===== config.mk =====
export PLATFORM = sky130hd
export DESIGN_NAME = fetch_credit_ctrl
export DESIGN_NICKNAME = d
export VERILOG_FILES = /design/src/rtl/ifetch_pkg.sv /design/src/rtl/sat_updown_cnt.sv /design/src/rtl/fetch_credit_ctrl.sv
export SDC_FILE = /design/constraint.sdc
export NUM_CORES = 1
export LEC_CHECK = 0
export CAP_MARGIN = 20
export CORE_UTILIZATION = 50
export CTS_BUF_LIST = sky130_fd_sc_hd__clkbuf_4 sky130_fd_sc_hd__clkbuf_8 sky130_fd_sc_hd__clkbuf_16
export DETAILED_ROUTE_END_ITERATION = 8
export PLACE_DENSITY = 0.79
export SETUP_SLACK_MARGIN = 0.1
export SYNTH_ARGS = -nofsm -noshare
export SYNTH_HDL_FRONTEND = slang
export SYNTH_SLANG_ARGS = --single-unit
export TNS_END_PERCENT = 20

===== constraint.sdc =====
create_clock -name clk -period 6.3 [get_ports clk]
set_clock_uncertainty 0.1 [all_clocks]
set_input_delay 1.89 -clock clk [delete_from_list [all_inputs] [get_ports clk]]
set_output_delay 1.89 -clock clk [all_outputs]
set_load 0.05 [all_outputs]

===== src/rtl/ifetch_pkg.sv =====
// Shared definitions for the instruction-fetch credit logic: FSM state
// encoding and the default buffer/in-flight limits.
package ifetch_pkg;

    typedef enum logic {
        RUN   = 1'b0,
        DRAIN = 1'b1
    } fetch_state_e;

    localparam int IBUF_DEPTH     = 8;
    localparam int IFETCH_MAX_OUT = 2;

endpackage


===== src/rtl/sat_updown_cnt.sv =====
// Up/down counter with synchronous clear that saturates at 0 and at MAX.
// Simultaneous up and down leave the count unchanged.
module sat_updown_cnt #(
    parameter int WIDTH = 4,
    parameter int MAX   = (1 << WIDTH) - 1
) (
    input  logic             clk,
    input  logic             clr,
    input  logic             up,
    input  logic             down,
    output logic [WIDTH-1:0] count
);

    localparam logic [WIDTH-1:0] MAX_V = WIDTH'(MAX);

    always_ff @(posedge clk) begin
        if (clr) begin
            count <= '0;
        end else if (up && !down && count != MAX_V) begin
            count <= count + WIDTH'(1);
        end else if (down && !up && count != '0) begin
            count <= count - WIDTH'(1);
        end
    end

endmodule


===== src/rtl/fetch_credit_ctrl.sv =====
// Credit-based icache fetch throttle with flush drain of stale responses.
// Optional perf counters are built when FETCH_CREDIT_PERF_EN is defined.
//
// state | meaning
// RUN   | normal operation: issue fetches against buffer credit, push returns
// DRAIN | after a flush: wait for stale in-flight returns, discard them all
module fetch_credit_ctrl
    import ifetch_pkg::*;
#(
    parameter int DEPTH   = IBUF_DEPTH,
    parameter int MAX_OUT = IFETCH_MAX_OUT
) (
    input  logic                         clk,
    input  logic                         rst,
    input  logic                         flush,
    output logic                         fetch_req,
    input  logic                         fetch_ack,
    input  logic                         icache_valid,
    output logic                         push_en,
    input  logic                         pop_en,
    output logic                         buf_flush,
    output logic [$clog2(DEPTH+1)-1:0]   occupancy,
    output logic [$clog2(MAX_OUT+1)-1:0] outstanding,
    output logic                         draining,
    output logic                         proto_err
`ifdef FETCH_CREDIT_PERF_EN
    ,
    output logic [31:0]                  perf_stall_cyc,
    output logic [31:0]                  perf_discard
`endif
);

    localparam int CW = $clog2(DEPTH + 1);
    localparam int OW = $clog2(MAX_OUT + 1);
    localparam logic [31:0] DEPTH_U   = 32'(DEPTH);
    localparam logic [31:0] MAX_OUT_U = 32'(MAX_OUT);

    fetch_state_e state, state_nxt;

    logic credit_ok;
    logic fetch_fire;
    logic ret_ok;
    logic outs_next_zero;

    // Buffer slots already promised to in-flight fetches count against credit.
    assign credit_ok = ((32'(occupancy) + 32'(outstanding)) < DEPTH_U)
                    && (32'(outstanding) < MAX_OUT_U);

    assign fetch_req  = !rst && (state == RUN) && !flush && credit_ok;
    assign push_en    = !rst && icache_valid && (state == RUN) && !flush
                     && (outstanding != '0);
    assign buf_flush  = flush;
    assign draining   = (state == DRAIN);

    assign fetch_fire = fetch_req && fetch_ack;
    assign ret_ok     = icache_valid && (outstanding != '0);

    assign outs_next_zero = (fetch_fire == ret_ok) ? (outstanding == '0)
                          : (ret_ok && outstanding == OW'(1));

    sat_updown_cnt #(
        .WIDTH (CW),
        .MAX   (DEPTH)
    ) u_occ_cnt (
        .clk   (clk),
        .clr   (rst || flush),
        .up    (push_en),
        .down  (pop_en),
        .count (occupancy)
    );

    sat_updown_cnt #(
        .WIDTH (OW),
        .MAX   (MAX_OUT)
    ) u_out_cnt (
        .clk   (clk),
        .clr   (rst),
        .up    (fetch_fire),
        .down  (ret_ok),
        .count (outstanding)
    );

    // Leaving DRAIN wins over a repeated flush: with nothing in flight there
    // is nothing left to discard and no fetch could ever be issued.
    always_comb begin
        state_nxt = state;
        case (state)
            RUN:     if (flush && !outs_next_zero) state_nxt = DRAIN;
            DRAIN:   if (outs_next_zero)           state_nxt = RUN;
            default: state_nxt = RUN;
        endcase
    end

    always_ff @(posedge clk) begin
        if (rst) begin
            state <= RUN;
        end else begin
            state <= state_nxt;
        end
    end

    always_ff @(posedge clk) begin
        if (rst) begin
            proto_err <= 1'b0;
        end else if ((icache_valid && outstanding == '0) || (fetch_ack && !fetch_req)) begin
            proto_err <= 1'b1;
        end
    end

`ifdef FETCH_CREDIT_PERF_EN
    always_ff @(posedge clk) begin
        if (rst) begin
            perf_stall_cyc <= '0;
            perf_discard   <= '0;
        end else begin
            if (state == RUN && !fetch_req) perf_stall_cyc <= perf_stall_cyc + 32'd1;
            if (state == DRAIN && icache_valid) perf_discard <= perf_discard + 32'd1;
        end
    end
`endif

endmodule


==> flow_summary.ini, run 1 <==
[run_status]
status = finished, final reports clean

[die]
die-width_um = 38.7
die_area_um2 = 1500
core_area_um2 = 1190
rows = 12
start_util = 0.569
io_pins = 17
die_h_um = 38.7

[grt]
use_met1 = 0.292
first_global_vias = 571
grt_max_degree = 15
gr-usage-all-layers = 0.247
grt_antenna_before_repair = 0
grt-ovfl-total = 0
met3_usage = 0.0520
grt.busiest_layer = met2
use_met2 = 0.413
grt_pass1_wl_mm = 2.47

[synthesis]
synth_cells = 79
yosysWarnings = 0
ys.flop_type = dfxtp_1
syn_area_per_cell_um2 = 8.54
yosysUniqueCellTypes = 34
synthArstFlopShare = 0
syn_area_um2 = 674
synth_edf_count = 0
ys_ff_latch = 8
yosys.area.top_type = dfxtp_1
synthTopCellsByArea = dfxtp_1, ha_1, a21oi_1
synth_nets = 94
synth-seq-area-share = 0.237
yosysTopAreaCellShare = 0.237

[sta]
finalHoldViolations = 0
rsz0062_at_grt = false
tightestPinTransition_ns = 0.529
final.min_clock_period_ns = 5.47
setup_ws_ns = 0.832
relSlewSlack = 0.645
max_freq_ghz = 0.183
slew_violations = 0
setup_tns_ns = 0
min_period_over_period = 0.868
setup_viol = 0

[place]
gp_congestion = 0.773
pre_cts_slack_ns = 0.837
dp_cells = 106
portBuffers = 16
hpwl_mm = 1.13

[cells_and_area]
multi_input_area_um2 = 469
fillers = 108
antenna_cells = 0
layout-drive-gt1-share = 0.105
ff_latch_area_um2 = 160
fin_cells = 109
final_core_util = 0.714
nets = 112
syn_to_final_growth_pct = 25.6

[detailed_routing]
num_vias = 663
first_pass_iters = 4
avgRoutedWirePerCell_um = 13.9
drtIter0Drc = 5
drc = 0
vias_per_cell = 6.08
wirelength_mm = 1.52
antenna_left = 0

[power_and_ir_drop]
switchingPower_uw = 56.8
switching_share = 0.367
p_clk_frac = 0.263
p_leak_uw = 0.000334
power-per-cell-area_nw_per_um2 = 183
cellInternalPower_uw = 97.8
power_frac_comb = 0.359
irDropWorstVdd_mv = 0.0934
pwr-share-seq = 0.377

[setup_path]
crit_chain = clkdlybuf4s50_1 -> or4_1 -> a211oi_1 -> buf_4
worst-setup-path-type = in2out
max_stage_delay_ns = 0.52
path_buf_inv = 2
critPathArrivalTime_ns = 3.48
cp_slowest_cell = clkdlybuf4s50_1
cp_top_family = buffers and inverters
cp.required_ns = 4.31
cp-end-kind = output port
critPathMaxFanout = 7
startpoint_type = primary input

[hold_path]
hold_path_class = reg2reg

[cts]
cts_hold_buf = 0
cts_tree = built
cts-buffers-inserted = 3
cts_setup_buffers = 0
cts.sinks = 8
ctsRootBufferMaster = clkbuf_4
clock_path_buffers = 2
insertion_delay_ns = 0.26
htree_levels = 1
clk_pin_slew_ns = 0.05
ctsResizeCount = 0

[job]
cap_violations = 0
==> kinds of logic (layout without fill, tap and decap cells) <==
logic type,count (synthesis),after routing,share of synthesized area
fa+ha+maj,9,9,0.178
flops,8,8,0.237
simple gates,29,29,0.249
xor+xnor,2,2,0.0260
compound gates,20,20,0.193
buf+inv,9,25,0.0668
mux,2,2,0.0501
==> sequential cells by signal (all words and copies together) (netlist names) <==
name / flops
u_out_cnt.count: 2
proto_err: 1
draining: 1
u_occ_cnt.count: 4
==> worst register-to-register path, cell delays in order (launching register included) <==
cell and delay (ns):
dfxtp_1 0.44, inv_1 0.10, ha_1 0.26, or3b_1 0.53, nor3_1 0.26, nand2_1 0.16
ha_1 0.30, a21o_1 0.18, a21oi_1 0.22, mux4_2 0.33, and2_1 0.17
==> worst paths after layout <==
kind                                         start                  to  slack [ns]  cells after the start
worst max-delay path                           rst           fetch_req        0.83                      4
worst min-delay path                     proto_err           proto_err        0.46                      2
worst max register to register  u_out_cnt.count[1]  u_occ_cnt.count[3]        3.14                     10
worst min register to register           proto_err           proto_err        0.46                      2
==> area by class of cell <==
| class | instances | share of cell area |
|---|---|---|
| multi-input cells | 62 | 0.554 |
| flip-flops and latches | 8 | 0.189 |
| repair buffers | 16 | 0.183 |
| clock buffers | 3 | 0.0266 |
| inverters | 6 | 0.0266 |
| well taps | 14 | 0.0207 |
==> layout by cell type, fill, tap and decap left out, types with 2 or more instances in the layout <==
cell type         n
nand3_1           3
and2_1            2
buf_4             2
a211oi_1          3
or4_1             2
nor2_1            5
clkbuf_4          3
a21oi_1           8
ha_1              8
inv_1             6
nor3_1            5
dfxtp_1           8
nand2_1           3
clkdlybuf4s50_1  14
nor3b_1           2
o21ai_0           3
==> per-layer routing <==
layer,vias up,share of wire
li1,325,-
met1,316,0.45
met2,20,0.49
met3,2,0.051
met4,0,0.011
met5,-,0
==> cells in the mapped netlist, types with 2 or more instances <==
library cell / number
o21ai_0: 3
or4_1: 2
a21oi_1: 8
nand2_1: 3
nor2_1: 5
inv_1: 6
nor3_1: 5
nor3b_1: 2
nand3_1: 3
dfxtp_1: 8
and2_1: 2
ha_1: 8
a211oi_1: 3
==> power by group through the flow <==
stage	Combinational (uW)	Clock (uW)	Sequential [uW]
2_1_floorplan	29.1	0	69.0
5_1_grt	60.3	45.2	58.9
3_5_place_dp	55.4	0	59.4
6_report	55.6	40.7	58.4
4_1_cts	55.7	42.4	58.4
3_3_place_gp	54.6	0	59.4
==> per-stage QoR <==
step	total power [uW]	hold slack [ns]	area, um2
finish	155	0.455	847
global placement	114	0.443	825
global route	164	0.490	847
detailed placement	115	0.456	825
CTS	156	0.468	847
floorplan	98.1	0.634	674
Note: power is estimated with default switching activity, not from simulation.
==> run 2: changes to the inputs <==
--- a/config.mk
+++ b/config.mk
@@ -9,6 +9,7 @@
 export CORE_UTILIZATION = 50
 export CTS_BUF_LIST = sky130_fd_sc_hd__clkbuf_4 sky130_fd_sc_hd__clkbuf_8 sky130_fd_sc_hd__clkbuf_16
 export DETAILED_ROUTE_END_ITERATION = 8
+export GPL_TIMING_DRIVEN = 1
 export PLACE_DENSITY = 0.79
 export SETUP_SLACK_MARGIN = 0.1
 export SYNTH_ARGS = -nofsm -noshare
==> results of run 2 <==
Same layout as run 1: the final DEF is identical, and so are final timing and power.
==> run 3: changes to the inputs <==
--- a/config.mk
+++ b/config.mk
@@ -5,8 +5,11 @@
 export SDC_FILE = /design/constraint.sdc
 export NUM_CORES = 1
 export LEC_CHECK = 0
+export ABC_AREA = 1
 export CAP_MARGIN = 20
-export CORE_UTILIZATION = 50
+export CELL_PAD_IN_SITES_DETAIL_PLACEMENT = 0
+export CELL_PAD_IN_SITES_GLOBAL_PLACEMENT = 1
+export CORE_UTILIZATION = 36
 export CTS_BUF_LIST = sky130_fd_sc_hd__clkbuf_4 sky130_fd_sc_hd__clkbuf_8 sky130_fd_sc_hd__clkbuf_16
 export DETAILED_ROUTE_END_ITERATION = 8
 export GPL_TIMING_DRIVEN = 1
==> flow_summary.ini, run 3 <==
[synthesis]
synthTopCellsByArea = dfxtp_1, ha_1, inv_1
syn_area_per_cell_um2 = 7.49
synthArstFlopShare = 0
yosysTopAreaCellShare = 0.232
synth_nets = 107
yosys.area.top_type = dfxtp_1
synth_commonest_cells = inv_1, nand2_1, a21oi_1, dfxtp_1, ha_1
yosysWarnings = 0
ys.flop_type = dfxtp_1
syn_area_um2 = 689
ys_ff_latch = 8
synth_edf_count = 0
synth-seq-area-share = 0.232
yosysUniqueCellTypes = 23
synth_cells = 92

[sta]
rsz0062_at_grt = false
relSlewSlack = 0.670
final.min_clock_period_ns = 5.69
tightestPinTransition_ns = 0.493
min_period_over_period = 0.904
setup_tns_ns = 0
slew_violations = 0
setup_viol = 0
max_freq_ghz = 0.176
finalHoldViolations = 0
setup_ws_ns = 0.607

[die]
core_area_um2 = 1760
io_pins = 17
die_h_um = 45.8
rows = 15
start_util = 0.391
die_area_um2 = 2090
die-width_um = 45.8

[grt]
grt_pass1_wl_mm = 2.29
grt-ovfl-total = 0
grt_antenna_before_repair = 0
grt.busiest_layer = met1
met3_usage = 0.0595
first_global_vias = 521
use_met1 = 0.229
gr-usage-all-layers = 0.159
grt_max_degree = 8
use_met2 = 0.209

[setup_path]
critPathArrivalTime_ns = 3.70
critPathMaxFanout = 3
r2r-end = u_occ_cnt.count[3]
path_buf_inv = 3
r2r_slack_ns = 3.89
crit_chain = clkdlybuf4s50_1 -> nor2_4 -> nand2_4 -> nor3_1 -> o21ai_1 -> inv_2 -> clkdlybuf4s50_1
critPathMostFrequentCell = clkdlybuf4s50_1
startpoint_type = primary input
cp-end-kind = output port
cp_top_family = buffers and inverters
worst-setup-path-type = in2out
cp_slowest_cell = clkdlybuf4s50_1
cp.required_ns = 4.31
r2r_cells = 15
max_stage_delay_ns = 0.79
r2r_start = u_out_cnt.count[1]

[detailed_routing]
num_vias = 620
drc = 0
vias_per_cell = 4.59
first_pass_iters = 4
avgRoutedWirePerCell_um = 10.4
antenna_left = 0
drtIter0Drc = 11
wirelength_mm = 1.41

[cells_and_area]
layout_commonest_cell = clkdlybuf4s50_1
syn_to_final_growth_pct = 29.9
largest-register = u_occ_cnt.count
final_cell_mix = clkdlybuf4s50_1, inv_1, nand2_1
antenna_cells = 0
nets = 127
layout-drive-gt1-share = 0.191
top_regs = u_occ_cnt.count (4), u_out_cnt.count (2)
largest_register_ffs = 4
fillers = 197

[job]
cap_violations = 0

[cts]
clock_path_buffers = 2
insertion_delay_ns = 0.27
cts_setup_buffers = 0
ctsRootBufferMaster = clkbuf_4
clk_pin_slew_ns = 0.06
cts.sinks = 8
cts_hold_buf = 0
ctsResizeCount = 0
cts_tree = built
cts-buffers-inserted = 3
htree_levels = 1

[hold_path]
hold_path_class = reg2reg
min-delay-start = proto_err
hold_end = proto_err
holdPathStages = 2

[power_and_ir_drop]
irDropWorstVdd_mv = 0.112
p_leak_uw = 0.000428
power-per-cell-area_nw_per_um2 = 168

[place]
pre_cts_slack_ns = 0.607
hpwl_mm = 1.09
gp_congestion = 0.744
portBuffers = 16

[run_status]
status = finished, final reports clean
==> run 3: cells by family (layout without fill, tap and decap cells) <==
kind of cell	Yosys count	after routing	share of synthesized area
AO/OA/AOI/OAI	18	18	0.154
XOR/XNOR	1	1	0.0127
buffers and inverters	20	38	0.114
AND/OR/NAND/NOR	36	36	0.312
flip-flops	8	8	0.232
adder cells (fa/ha/maj)	9	9	0.174
==> run 3: metal layers <==
metal	vias to the layer above	wire length, um
li1	328	-
met1	272	762
met2	15	556
met3	5	65
met4	0	26
met5	-	0
==> run 3: area by class of cell <==
class | count | area (um2) | area share
Tap cell | 25 | 31.3 | 0.0349
Clock buffer | 3 | 22.5 | 0.0251
Sequential cell | 8 | 160 | 0.179
Inverter | 19 | 71.3 | 0.0796
Timing Repair Buffer | 16 | 160 | 0.179
Multi-Input combinational cell | 64 | 450 | 0.503
==> run 3: worst max-delay path by stage <==
stage | cells past startpoint | start | end
2_1_floorplan | 5 | flush | fetch_req
3_3_place_gp | 7 | flush | fetch_req
3_5_place_dp | 7 | flush | fetch_req
4_1_cts | 7 | flush | fetch_req
5_1_grt | 7 | flush | fetch_req
6_report | 7 | flush | fetch_req
==> run 3: worst min-delay path, cell delays in order (launching register included) <==
cell     delay [ns]
dfxtp_1        0.31
a21oi_1        0.11
a21oi_1        0.07
==> run 3: metrics by stage <==
stage | hold WS, ns | util | cells | instance area (um2) | total power, uW
6_report | 0.429 | 0.508 | 135 | 896 | 150
2_1_floorplan | 0.611 | - | 92 | 689 | 94.7
4_1_cts | 0.432 | 0.508 | 135 | 896 | 153
3_3_place_gp | 0.406 | 0.495 | 132 | 873 | 110
3_5_place_dp | 0.422 | 0.495 | 132 | 873 | 110
5_1_grt | 0.474 | 0.508 | 135 | 896 | 160
==> run 3: power breakdown <==
group / leakage (uW) / total (uW) / switching (uW) / internal, uW
clock network: 0.0000138 / 40.9 / 19.0 / 21.9
logic: 0.000349 / 52.2 / 33.4 / 18.8
registers: 0.0000652 / 57.2 / 3.67 / 53.5
